===== src/rtl/nhan_cong_mac.sv =====
`default_nettype none
// ============================================================================
// Module   : nhan_cong_mac
// Purpose  : Sequential multiply-accumulate. Takes a stream of unsigned (A,B)
//            pairs and returns P = sum(A_i*B_i). The dot product ends at the
//            pair flagged in_last. A single radix-2 shift-add multiplier is
//            reused for every term, so each pair takes W+2 cycles.
// Ports    : clk, rst         - clock (rising edge), async active-high reset
//            A, B             - W-bit unsigned operands
//            in_last          - pair closes the current dot product
//            in_valid/ready   - operand handshake
//            P                - ACCW-bit result, valid while out_valid, else 0
//            ovf              - sticky carry-out of the accumulator
//            out_valid/ready  - result handshake
// Revision : 1.0 - initial release
// ============================================================================
module nhan_cong_mac #(
  parameter int W    = 4,
  parameter int ACCW = 2*W+1
) (
  input  logic            clk,
  input  logic            rst,
  input  logic [W-1:0]    A,
  input  logic [W-1:0]    B,
  input  logic            in_last,
  input  logic            in_valid,
  output logic            in_ready,
  output logic [ACCW-1:0] P,
  output logic            ovf,
  output logic            out_valid,
  input  logic            out_ready
);

  localparam int CW = (W > 1) ? $clog2(W) : 1;
  localparam logic [CW-1:0] CNT_LAST = CW'(W-1);

  typedef enum logic [1:0] {
    IDLE = 2'd0,
    MUL  = 2'd1,
    ACC  = 2'd2,
    DONE = 2'd3
  } state_t;

  state_t          state;
  logic [W-1:0]    a_reg;
  logic [W-1:0]    b_reg;
  logic            last_reg;
  logic [2*W-1:0]  prod;
  logic [CW-1:0]   cnt;
  logic [ACCW-1:0] acc;

  // Partial-product term for the current multiplier bit.
  logic [2*W-1:0]  a_shift;
  logic            b_bit;
  // Product resized to the accumulator width; truncates only when ACCW < 2W.
  logic [ACCW-1:0] prod_ext;
  // One extra bit captures the carry that feeds the sticky overflow flag.
  logic [ACCW:0]   sum;

  assign a_shift  = {{W{1'b0}}, a_reg} << cnt;
  assign b_bit    = b_reg[cnt];
  assign prod_ext = ACCW'(prod);
  assign sum      = {1'b0, acc} + {1'b0, prod_ext};

  assign in_ready = (state == IDLE);
  assign P        = out_valid ? acc : '0;

  always_ff @(posedge clk or posedge rst) begin
    if (rst) begin
      state     <= IDLE;
      a_reg     <= '0;
      b_reg     <= '0;
      last_reg  <= 1'b0;
      prod      <= '0;
      cnt       <= '0;
      acc       <= '0;
      ovf       <= 1'b0;
      out_valid <= 1'b0;
    end else begin
      case (state)
        IDLE: begin
          if (in_valid) begin
            a_reg    <= A;
            b_reg    <= B;
            last_reg <= in_last;
            prod     <= '0;
            cnt      <= '0;
            state    <= MUL;
          end
        end
        MUL: begin
          // Fixed W iterations regardless of operand values.
          if (b_bit) begin
            prod <= prod + a_shift;
          end
          cnt <= cnt + 1'b1;
          if (cnt == CNT_LAST) begin
            state <= ACC;
          end
        end
        ACC: begin
          acc <= sum[ACCW-1:0];
          ovf <= ovf | sum[ACCW];
          if (last_reg) begin
            out_valid <= 1'b1;
            state     <= DONE;
          end else begin
            state <= IDLE;
          end
        end
        DONE: begin
          // Result held until the consumer takes it; then start a fresh sum.
          if (out_ready) begin
            out_valid <= 1'b0;
            acc       <= '0;
            ovf       <= 1'b0;
            state     <= IDLE;
          end
        end
        default: state <= IDLE;
      endcase
    end
  end

endmodule
`default_nettype wire


===== config.mk =====
export PLATFORM = sky130hd
export DESIGN_NAME = nhan_cong_mac
export DESIGN_NICKNAME = d
export VERILOG_FILES = /design/src/rtl/nhan_cong_mac.sv
export SDC_FILE = /design/constraint.sdc
export NUM_CORES = 1
export LEC_CHECK = 0
export ABC_AREA = 1
export CORE_UTILIZATION = 35
export DETAILED_ROUTE_END_ITERATION = 10
export GPL_ROUTABILITY_DRIVEN = 0
export SLEW_MARGIN = 0
export SYNTH_ARGS = -nofsm -noshare
export SYNTH_HDL_FRONTEND = slang
export SYNTH_SLANG_ARGS = --single-unit

===== constraint.sdc =====
create_clock -name clk -period 3.35 [get_ports clk]
set_input_delay 0.8375 -clock clk [delete_from_list [all_inputs] [get_ports clk]]
set_output_delay 0.8375 -clock clk [all_outputs]
set_load 0.01 [all_outputs]

* After elaboration in Yosys (flattened, before gate mapping) *
Cells that the tools add are included.

word-level totals
  bits in read-only memories = 0
  input bits = 13
  bits in latches = 0
  memories kept = 0
  logic and storage cells = 52
  register bits = 32
  RAM bits = 0
  output and inout port bits = 12

operators by class
  $lt $le $gt $ge = 1
  shift operators = 1
  multiply operators = 0
  multiplexer cells = 19
  reduce and logical (&&, ||, !) cells = 9
  divide/modulo/power cells = 0
  equal/unequal tests = 9
  bitwise logic cells = 1
  add/sub/neg operators = 3

operators by type and width
  operator                                                              number
  9-bit 2-to-1 mux                                                      2
  9-bit one-hot mux with 2 select lines                                 1
  8-bit 2-to-1 mux                                                      2
  8-bit one-hot mux with 2 select lines                                 1
  9-bit by 8-bit adder with 10-bit output                               1
  2-bit 2-to-1 mux                                                      5
  2-bit inequality test, second input constant                          5
  3-bit AND reduction                                                   3
  8-bit adder                                                           1
  2-bit one-hot mux with 4 select lines                                 1
  4-bit by 2-bit << shifter with 8-bit output                           1
  2-bit == test, second input constant                                  3
  2-bit AND reduction                                                   3
  1-bit one-hot mux with 2 select lines                                 2
  2-bit one-hot mux with 2 select lines                                 1
  2-bit nonzero test                                                    2
  2-bit by 3-bit < comparator with 1-bit output, second input constant  1
  1-bit 2-to-1 mux                                                      3
  2-bit by 1-bit adder with 2-bit output, second input constant         1
  1-bit binary-select mux with 2-bit select                             1
  2-bit by 1-bit == test with 1-bit output, second input constant       1
  2-bit logical NOT                                                     1
  1-bit OR                                                              1

* Longest topological paths before layout *
  depth in word-level cells = 4
  mapped depth = 12
  depth with buffers taken out = 12

* Worst setup path before layout *
Ideal clock, no wire load.

  path type = flip-flop to flip-flop
  from = register cnt[0]
  to = register prod[6]
  cell stages (with the launch flop) = 11
  setup slack = 1.492 ns
  buffers on the path = 1
  period minus slack after synthesis = 1.858 ns
  required time = 3.233 ns
  data arrival time = 1.741 ns
  path through = dfrtp_1 buf_2 o21ai_0 mux2i_1 ha_1 a21oi_1 or2_1 nand3_1 nand2_1 nand3_1 nand2_1

between the ends
  cells in the longest elaborated chain, start to end = 4
  elaborated cells between the ends (all ways) = 8
  those cells by class = 1 x add/sub; 1 x eq/ne; 1 x shift; 4 x mux; 1 x reduce/logical

ends and longest elaborated chain
  item                                                                                                             line    RTL
  start: declaration                                                                                               49      logic [CW-1:0] cnt;
  start signal: assignment                                                                                         96      cnt <= cnt + 1'b1;
  4-bit by 2-bit << shifter with 8-bit output / 1-bit binary-select mux with 2-bit select (equally long branches)  60, 61
  8-bit adder / 1-bit 2-to-1 mux (equally long branches)                                                           94, 61
  8-bit 2-to-1 mux / 2-bit inequality test (equally long branches)                                                 n/a
  8-bit one-hot mux with 2 select lines / 3-bit AND reduction (equally long branches)                              n/a
  end signal: assignment                                                                                           94      prod <= prod + a_shift;
  end: declaration                                                                                                 48      logic [2*W-1:0] prod;

Several ways; a longest one is shown, not always the timed one. The select of a mux whose other input is x is not followed.
A chain may end at the register's enable or synchronous reset.

* Worst setup path after layout *
  from = register out_valid
  to = output port P[2]

between the ends
  cells in the longest elaborated chain, start to end = 1

ends and longest elaborated chain
  item                      line  RTL
  start: declaration        30    output logic out_valid,
  start signal: assignment  78    out_valid <= 1'b0;
  start signal: assignment  105   out_valid <= 1'b1;
  start signal: assignment  114   out_valid <= 1'b0;
  9-bit 2-to-1 mux          66    assign P = out_valid ? acc : '0;
  end: declaration          28    output logic [ACCW-1:0] P,

No other way between the ends.

==> run_results.csv <==
group,metric,value,unit
outcome,outcome,"completed",
sta,hold_viol,0,
logic_synthesis,yosys_warnings,0,
sta,layout_min_cycle_time,2.35,ns
floorplan,die_area,6550,um2
pwr,power.total,2.26,mW
logic_synthesis,synthTopCellsByArea,"dfrtp_1 (37%), nand2_1 (19%), ha_1 (9.2%)",
global_route,grt_usage,0.163,
clock_network,cts_tree,"yes",
placement,place_hpwl,3540,um
pwr,leakage,1.40,nW
layout,fill_cells,646,
logic_synthesis,synth_commonest_cells,"nand2_1 (111), inv_1 (35), dfrtp_1 (32)",
clock_network,cts_sinks,32,
setup_path,crit_path_start,"out_valid",
sta,fmax,425,MHz
drt,via_per_inst,4.67,
drt,maxUsedRoutingLayer,"met4",
sta,finalCritPeriodShare,0.702,
clock_network,htree_levels,2,
sta,tightest_slew,0.656,ns
logic_synthesis,yosysSeqAreaShare,0.367,
logic_synthesis,syn-num-nets,335,
sta,fin_tns_setup,0,ns
clock_network,cts_made_buffers,5,
clock_network,cts-resized-gates,0,
logic_synthesis,synth.most_common_cell,"nand2_1",
clock_network,clk_pin_slew,0.07,ns
run,cap_violations,0,
setup_path,critPathCapture,"P[2]",
drt,wirelength,4530,um
setup_path,startpoint_type,"flip-flop",
logic_synthesis,synth_cells,304,
floorplan,die_height,81.0,um
floorplan,initial_utilization,0.366,
pwr,peakVddDrop,393,uV
sta,rsz0062_at_grt,"no",
logic_synthesis,synth_edf_count,0,
setup_path,crit_path_end_kind,"output pin",
worst_hold_path,hold_class,"flip-flop to flip-flop",
global_route,antenna_found_initial,0,
layout,largest_reg_flops,9,
setup_path,crit_fanout,11,
clock_network,root_buffer,"clkbuf_8",
global_route,grt_start_max_net_pins,18,
clock_network,clkLatencyLatePin,0.29,ns
setup_path,cp_data_required_time,2.51,ns
setup_path,critical_path_arrival,1.51,ns
drt,wl_met2,2060,um
logic_synthesis,yosysTopAreaCell,"dfrtp_1",
drt,antenna_left,0,
setup_path,r2r_cells,9,
logic_synthesis,synthesis.area,2180,um2
clock_network,hold_buffers,0,
floorplan,io_pins,25,
sta,skew,0.00663,ns
sta,whs,0.514,ns
pwr,power_density,868,nW/um2
sta,relSlewSlack,0.562,
drt,met1_length,2220,um
layout,drive_gt1_frac,0.0781,
sta,slew_viol_final,0,
placement,io_buffers,24,
drt,vias,1905,
setup_path,r2r-start,"cnt[0]",
floorplan,dieWidth,81.0,um
setup_path,path_class,"flip-flop to output pin",
layout,regMostFlops,"acc",
sta,setup_viol,0,
drt,wl_met3,169,um
logic_synthesis,synth_top_cell_area_share,0.367,
layout,top_regs,"acc x9, prod x8",
layout,antenna_cells,0,
layout,layout.nets,363,
logic_synthesis,async_flop_share,1.00,
placement,dpl_cell_area,2490,um2
setup_path,r2r-end,"prod[7]",
layout,regArea,801,um2
global_route,grt-ovfl-total,0,
logic_synthesis,ys.flop_type,"dfrtp_1",
logic_synthesis,syn_area_per_cell,7.18,um2
drt,drc,0,
logic_synthesis,ys_ff_latch,32,
setup_path,ff2ff_setup_slack,1.30,ns
logic_synthesis,ys_types,31,
global_route,grt_pass1_vias,1813,
layout,multiInputGateArea,1170,um2
global_route,grt_pass1_wl,8020,um
layout,design_area,2600,um2
floorplan,rows,28,
drt,dr.pass1.iters,4,
clock_network,cts_setup_buffers,0,
clock_network,clockBufferDepth,2,
drt,wl_per_cell,11.1,um
drt,drt_iter0_markers,57,
layout,final_util,0.437,
floorplan,core,5960,um2
layout,area_delta_synth_final,19.2,%
==> critical path: stages (launching register included) <==
cell and delay [ns]:
dfrtp_1 0.55, nand2_1 0.10, inv_1 0.06, clkdlybuf4s50_1 0.52
==> routing by layer <==
layer  global-route usage  vias to the layer above
met5                    0                        -
met4               0.0661                        0
met3               0.0348                        6
met2                0.267                       33
met1                0.206                      850
li1                     -                     1016
==> cell type report <==
class / instances / share of cell area
inverter: 44 / 0.0654
tap: 75 / 0.0361
timing repair buffer: 26 / 0.0982
clock inverter: 2 / 0.0135
clock buffer: 6 / 0.0279
sequential: 32 / 0.308
multi-input combinational: 223 / 0.451
==> logic make-up (layout without fill, tap and decap cells) <==
family / count (synthesis) / in the layout / synth area share
multiplexers: 1 / 1 / 0.00459
buffers and inverters: 49 / 78 / 0.0958
adder cells (fa/ha/maj): 18 / 18 / 0.110
AO/OA/AOI/OAI: 38 / 38 / 0.0963
AND/OR/NAND/NOR: 163 / 163 / 0.314
flip-flops: 32 / 32 / 0.367
XOR/XNOR: 3 / 3 / 0.0120
==> worst min-delay path by stage <==
stage	from	to	slack, ns	depth (start not counted)
floorplan	last_reg	last_reg	0.47	2
global placement	ovf	ovf	0.49	2
detailed placement	acc[6]	acc[6]	0.50	2
CTS	acc[6]	acc[6]	0.52	2
global route	acc[6]	acc[6]	0.55	2
finish	acc[6]	acc[6]	0.51	2
==> through the flow <==
stage,instances,worst slack [ns]
after global placement,400,1.32
final,408,0.999
after global routing,408,0.857
after CTS,408,0.966
after floorplan,304,1.49
after detailed placement,400,1.29
==> placed cells by master, fill, tap and decap left out, types with 2 or more instances in the layout <==
cell type        netlist  routed
nand2_2                3       3
nand4_1                3       3
a21oi_1                8       8
inv_4                  2       2
nand3_1               18      18
clkdlybuf4s50_1        0      24
nor2_4                 3       3
buf_4                  1       2
clkbuf_8               0       5
fa_1                   2       2
ha_1                  16      16
a22o_1                 2       2
nand3b_1               2       2
nand2_1              111     111
inv_2                  7       7
xnor2_1                3       3
nor2_1                20      20
o21ai_1               17      17
dfrtp_1               32      32
o21ai_0                6       6
inv_1                 35      35
==> power by group <==
part | internal [mW] | leakage [nW] | switching, mW | total, mW
registers | 0.545 | 0.413 | 0.174 | 0.719
logic | 0.487 | 0.929 | 0.681 | 1.17
clock network | 0.221 | 0.0552 | 0.149 | 0.370
Power figures use the tool's default switching activity.
==> RTL edit 1: new RTL, same settings <==
Register the output `ovf` once more; this adds one clock of latency there. The other outputs are not delayed to match.
--- a/src/rtl/nhan_cong_mac.sv
+++ b/src/rtl/nhan_cong_mac.sv
@@ -43,2 +43,4 @@
 
+  logic ovf_s0;
+
   state_t          state;
@@ -76,3 +78,3 @@
       acc       <= '0;
-      ovf       <= 1'b0;
+      ovf_s0    <= 1'b0;
       out_valid <= 1'b0;
@@ -102,3 +104,3 @@
           acc <= sum[ACCW-1:0];
-          ovf <= ovf | sum[ACCW];
+          ovf_s0 <= ovf_s0 | sum[ACCW];
           if (last_reg) begin
@@ -115,3 +117,3 @@
             acc       <= '0;
-            ovf       <= 1'b0;
+            ovf_s0    <= 1'b0;
             state     <= IDLE;
@@ -124,2 +126,6 @@
 
+  always_ff @(posedge clk) begin
+    ovf <= ovf_s0;
+  end
+
 endmodule
Check against the original RTL: no difference found for any inputs over 10 cycles, from zero or initial values and one cycle with rst high; that may be too few to reach the edited logic, so the function may still have changed.
==> RTL edit 1 against the unedited design <==
  * Synthesized cell count shrank 2.6%
  * Cell area shrank 0.43%
  * Sequential share of layout area grew 0.91 points
  * Global-route usage shrank 0.57 points
  * Total power shrank 6.5%
  * Worst setup slack lost 80 ps
  * Area after synthesis grew 0.63%
  * Clock skew is essentially flat
  * Wire length shrank 3.6%
  * Count of clock-buffer cells in the layout is the same
  * Critical endpoint is now P[1]
  * Sequential cell count grew 1
==> RTL edit 1: results (changes against the unedited design) <==
- The maximum number of buffers from clock root to sink is 2 (unchanged).
- The count of buffers inserted at the top-level ports came to 24 (unchanged).
- The total routing usage reported by global routing came to 15.7% (-0.57 points).
- Leading registers by flop count: acc (9), prod (8)
- Net count after synthesis: 327 (-2.4%)
- The critical path ends at P[1].
* Worst path setup slack after routing: 919 ps (-80.0 ps)
* Leading cell types by total area after synthesis: dfrtp_1, nand2_1, ha_1
* Number of filler cells placed in the layout: 626 (-3.1%)
* Cell count after synthesis: 296 (-2.6%)
- The slew of the pin with the lowest slew margin came to 747 ps (+91.4 ps).
* Number of nets with antenna violations after detailed routing: 0 (unchanged)
- Global-route wire length before repair: 7780 um (-3.0%)
- The share of flip-flops with an asynchronous set or reset was 97.0% (-3.0 points).
* Pin count of the biggest net entering global routing: 21 (+3)
- The final routed wire length divided by cell count is 10.9 um (-1.7%).
* Proportion of synthesized chip area in sequential cells: 37.4% (+0.68 points)
* Maximum VDD drop: 0.592 mV (+51%)
- The static leakage is 1.36 nW (-2.4%).
- Critical path data arrival time: 1590 ps (+80 ps)
- Setup skew after layout: 6.39 ps (-0.238 ps)
- Worst r2r dst: prod[5]
- Buffers inserted during post-CTS setup optimization: 0 (unchanged)
- The number of placed cells counting well taps came to 392 (-2.0%).
- Number of global-route vias before repair: 1766 (-2.6%)
* Antenna violations before repair: 0 (unchanged)
* Yosys warnings: 0 (unchanged)
- Distinct cell type count after synthesis: 32 (+3.2%)
* Total clock buffers created by CTS: 5 (unchanged)
* Clock latency reported for the late side of the worst-skew pair: 280 ps
- Kind of path behind the tightest hold check: reg -> reg
- Slack of the worst reg-to-reg path: 1360 ps (+60 ps)
- The clock-pin slew on the worst setup and hold paths was 70 ps (about the same).
- In the synthesized netlist, the cells that appear most often are nand2_1, inv_1, dfrtp_1, o21ai_0.
- Maximum level of the CTS H-tree: 2 (unchanged)
* # diodes: 0 (unchanged)
- First DRT Iteration DRCs: 48 (-16%)
- The post-placement worst setup slack is 1200 ps (-87.9 ps).
- Status: finished, final reports clean
- The non-filler instance count after layout came to 400 (-2.0%).
- Area of the multi-input gates: 1180 um^2 (+0.43%)
- The worst register-to-register path begins at cnt[0].
- In this run the worst setup path begins at out_valid.
- Final Net Count: 355 (-2.2%)
- Remaining global-route overflow: 0 (unchanged)
- Flip-flop count of the largest register after layout: 9 (unchanged)
* Root Buffer: clkbuf_8
- Half-perimeter wire length of the detailed placement result: 3380 um (-4.3%)
- The number of instances resized during post-cts repair was 0 (unchanged).
- Routed vias/inst: 4.67 (about the same)
* Share of cells above drive strength 1: 9.54% (+1.7 points)
- The number of detailed-route iterations in the first pass is 4 (unchanged).
RTL edit 1: cell families after synthesis:
group / after synthesis / share of synthesized area (%)
flip-flops: 33 / 37.4
multiplexers: 1 / 0.456
AO/OA/AOI/OAI: 47 / 13.4
XOR/XNOR: 3 / 1.20
AND/OR/NAND/NOR: 147 / 27.6
buffers and inverters: 47 / 9.00
adder cells (fa/ha/maj): 18 / 10.9
RTL edit 1: worst min path at each step:
stage / start / slack (ps) / depth (start not counted) / end
2_1_floorplan: ovf_s0 / 370 / 0 / ovf
3_5_place_dp: ovf_s0 / 380 / 0 / ovf
3_3_place_gp: ovf_s0 / 390 / 0 / ovf
5_1_grt: ovf_s0 / 420 / 0 / ovf
4_1_cts: ovf_s0 / 400 / 0 / ovf
6_report: ovf_s0 / 400 / 0 / ovf
RTL edit 1: through the flow:
step                hold WS [ps]  power, mW  cell area [um^2]
floorplan                    368       1.56              2200
global placement             392       1.82              2510
detailed placement           383       1.84              2510
CTS                          400       2.14              2590
global route                 424       2.35              2590
finish                       400       2.11              2590
RTL edit 1: metal layers:
layer  vias to the layer above  part of all wire (%)  GRT usage [%]
met1                       845                    51           20.4
met4                         0                   1.0           5.36
met3                         5                   3.0           3.37
met5                         -                     0              0
met2                        24                    45           25.6
li1                        993                     -              -
RTL edit 1: where the power goes:
| part | switching (mW) | internal (mW) | total [mW] |
|---|---|---|---|
| logic | 0.633 | 0.455 | 1.09 |
| clock network | 0.147 | 0.144 | 0.291 |
| registers | 0.173 | 0.556 | 0.729 |
| total | 0.953 | 1.16 | 2.11 |
RTL edit 1: worst max-delay path, stage by stage (launching register included):
cell and delay, ps:
dfrtp_1 620, nand2_1 100, inv_1 60, clkdlybuf4s50_1 530
RTL edit 1: cell type report:
type / instances / area share (%)
Multi-Input combinational cell: 216 / 45.5
Sequential cell: 33 / 31.7
Timing Repair Buffer: 26 / 9.86
Inverter: 42 / 6.14
Tap cell: 75 / 3.62
Clock buffer: 6 / 2.80
Clock inverter: 2 / 0.387
==> RTL edit 2: new RTL, same flow settings <==
Made on the original files. Re-encode `state_t` (4 states) as one-hot, 4 bits wide.
--- a/src/rtl/nhan_cong_mac.sv
+++ b/src/rtl/nhan_cong_mac.sv
@@ -36,7 +36,7 @@
 
-  typedef enum logic [1:0] {
-    IDLE = 2'd0,
-    MUL  = 2'd1,
-    ACC  = 2'd2,
-    DONE = 2'd3
+  typedef enum logic [3:0] {
+    IDLE = 4'b0001,
+    MUL  = 4'b0010,
+    ACC  = 4'b0100,
+    DONE = 4'b1000
   } state_t;
Behaviour: same outputs for any inputs over 10 cycles, from zero or initial values and one cycle with rst high; not proved beyond that.
==> RTL edit 2 against the unedited design <==
  * Combinational power is 8% higher
  * Worst setup slack worse by 220 ps
  * First-iteration DRC count is 12% lower
  * Sequential share of layout area is 0.33 points higher
  * Area after synthesis is 6.8% higher
  * Total power is 3.6% higher
  * Cell area is 5.3% higher
  * Wire length is 0.42% lower
  * Cell count is 4.9% higher
  * Via count is 2.0% higher
  * Hold slack worse by 31 ps
  * Sequential cell count is 2 higher
  * Critical path type unchanged
  * Largest cell class unchanged
  * Highest routed layer unchanged
==> RTL edit 2: results (changes against the unedited design) <==
- Half-perimeter wire length of the detailed placement result: 3460 um (-2.1%)
- Clock latency reported for the late side of the worst-skew pair: 290 ps (about the same)
* Share of cells above drive strength 1: 9.97% (+2.2 points)
* Cells after DPL: 420 (+5.0%)
- The post-placement cell area is 2650 um^2 (+6.2%).
- The number of global-route vias before repair is 1950 (+7.6%).
* Pin count of the biggest net entering global routing: 35 (+17)
- Root Buffer: clkbuf_8
* Overall routing resource usage: 14.9% (-1.3 points)
- The number of buffers added for setup after CTS came to 0 (unchanged).
- Maximum VDD drop: 0.379 mV (-3.5%)
- Yosys warnings: 0 (unchanged)
- First DRT Iteration DRCs: 50 (-12%)
- The non-filler instance count after layout came to 428 (+4.9%).
- Clock slew seen by the registers of the worst setup and hold paths: 80 ps
* Top fanout value on the critical path: 3 (-8)
* Routed vias/inst: 4.54 (-2.7%)
* Antenna violations before repair: 0 (unchanged)
- The number of detailed-route iterations in the first pass was 4 (unchanged).
* Register name with the most flops: acc
- The share of synthesized area occupied by flip-flops and latches came to 36.6% (-0.14 points).
* Distinct cell type count after synthesis: 32 (+3.2%)
- Leakage power of the design: 1.51 nW (+8.0%)
- Quantity of I/O buffers inserted on ports: 24 (unchanged)
- Critical path data arrival time: 1730 ps (+220 ps)
- The wire length of the first global-routing pass was 8360 um (+4.1%).
- The slew of the pin with the lowest slew margin came to 461 ps (-195 ps).
* Avg Inst Size Synth: 7.24 um^2 (+0.85%)
- The run finished with clean final reports.
- By count the netlist is led by nand2_1, inv_1, dfrtp_1, nand3_1, nor2_1.
* Final routed wire length divided by cell count: 10.5 um (-5.1%)
* Leading cell types by total area after synthesis: dfrtp_1, nand2_1, ha_1
* Final Net Count: 381 (+5.0%)
## RTL edit 2: cell type report
cell class,instances,area [um^2]
Clock buffer,7,86.3
Clock inverter,1,5.00
Fill cell,668,3650
Inverter,50,198
Multi-Input combinational cell,234,1250
Sequential cell,34,852
Tap cell,77,96.3
Timing Repair Buffer,25,248
## RTL edit 2: metrics by stage
stage	util, %	power [mW]	hold WS [ps]	setup slack [ps]
2_1_floorplan	-	1.68	449	1580
3_3_place_gp	41.4	2.01	466	1110
3_5_place_dp	41.4	2.03	467	1080
4_1_cts	42.9	2.37	489	752
5_1_grt	42.9	2.59	510	712
6_report	42.9	2.34	482	779
## RTL edit 2: cell families after synthesis
group / share of synthesized area (%)
AO/OA/AOI/OAI: 7.78
flip-flops: 36.6
adder cells (fa/ha/maj): 10.3
XOR/XNOR: 1.50
multiplexers: 0.429
buffers and inverters: 9.71
AND/OR/NAND/NOR: 33.7
## RTL edit 2: per-layer routing
metal / global-route usage [%] / vias to the layer above / part of all wire (%)
li1: - / 1059 / -
met1: 18.2 / 847 / 48
met2: 25.4 / 32 / 47
met3: 4.06 / 6 / 3.7
met4: 5.08 / 0 / 1.4
met5: 0 / - / 0
## RTL edit 2: path summary, 6_finish.rpt
check / to / startpoint / slack, ps / cells after the start
worst max-delay path: in_ready / state[0] / 780 / 5
worst min-delay path: b_reg[3] / b_reg[3] / 480 / 2
worst max register to register: prod[7] / cnt[0] / 1360 / 10
worst min register to register: b_reg[3] / b_reg[3] / 480 / 2
max in group asynchronous: state[0] / rst / 2070 / 3
min in group asynchronous: prod[0] / rst / 940 / 3
## RTL edit 2: worst max-delay path, stage by stage, from the launching register on
cell and delay, ps:
dfstp_2 530, inv_1 50, nor2_1 160, nand2_4 80
inv_4 80, clkdlybuf4s50_1 540
## RTL edit 2: power by group
part / switching (mW) / internal (mW)
clock: 0.159 / 0.166
combinational: 0.717 / 0.546
sequential: 0.166 / 0.584
total: 1.04 / 1.30
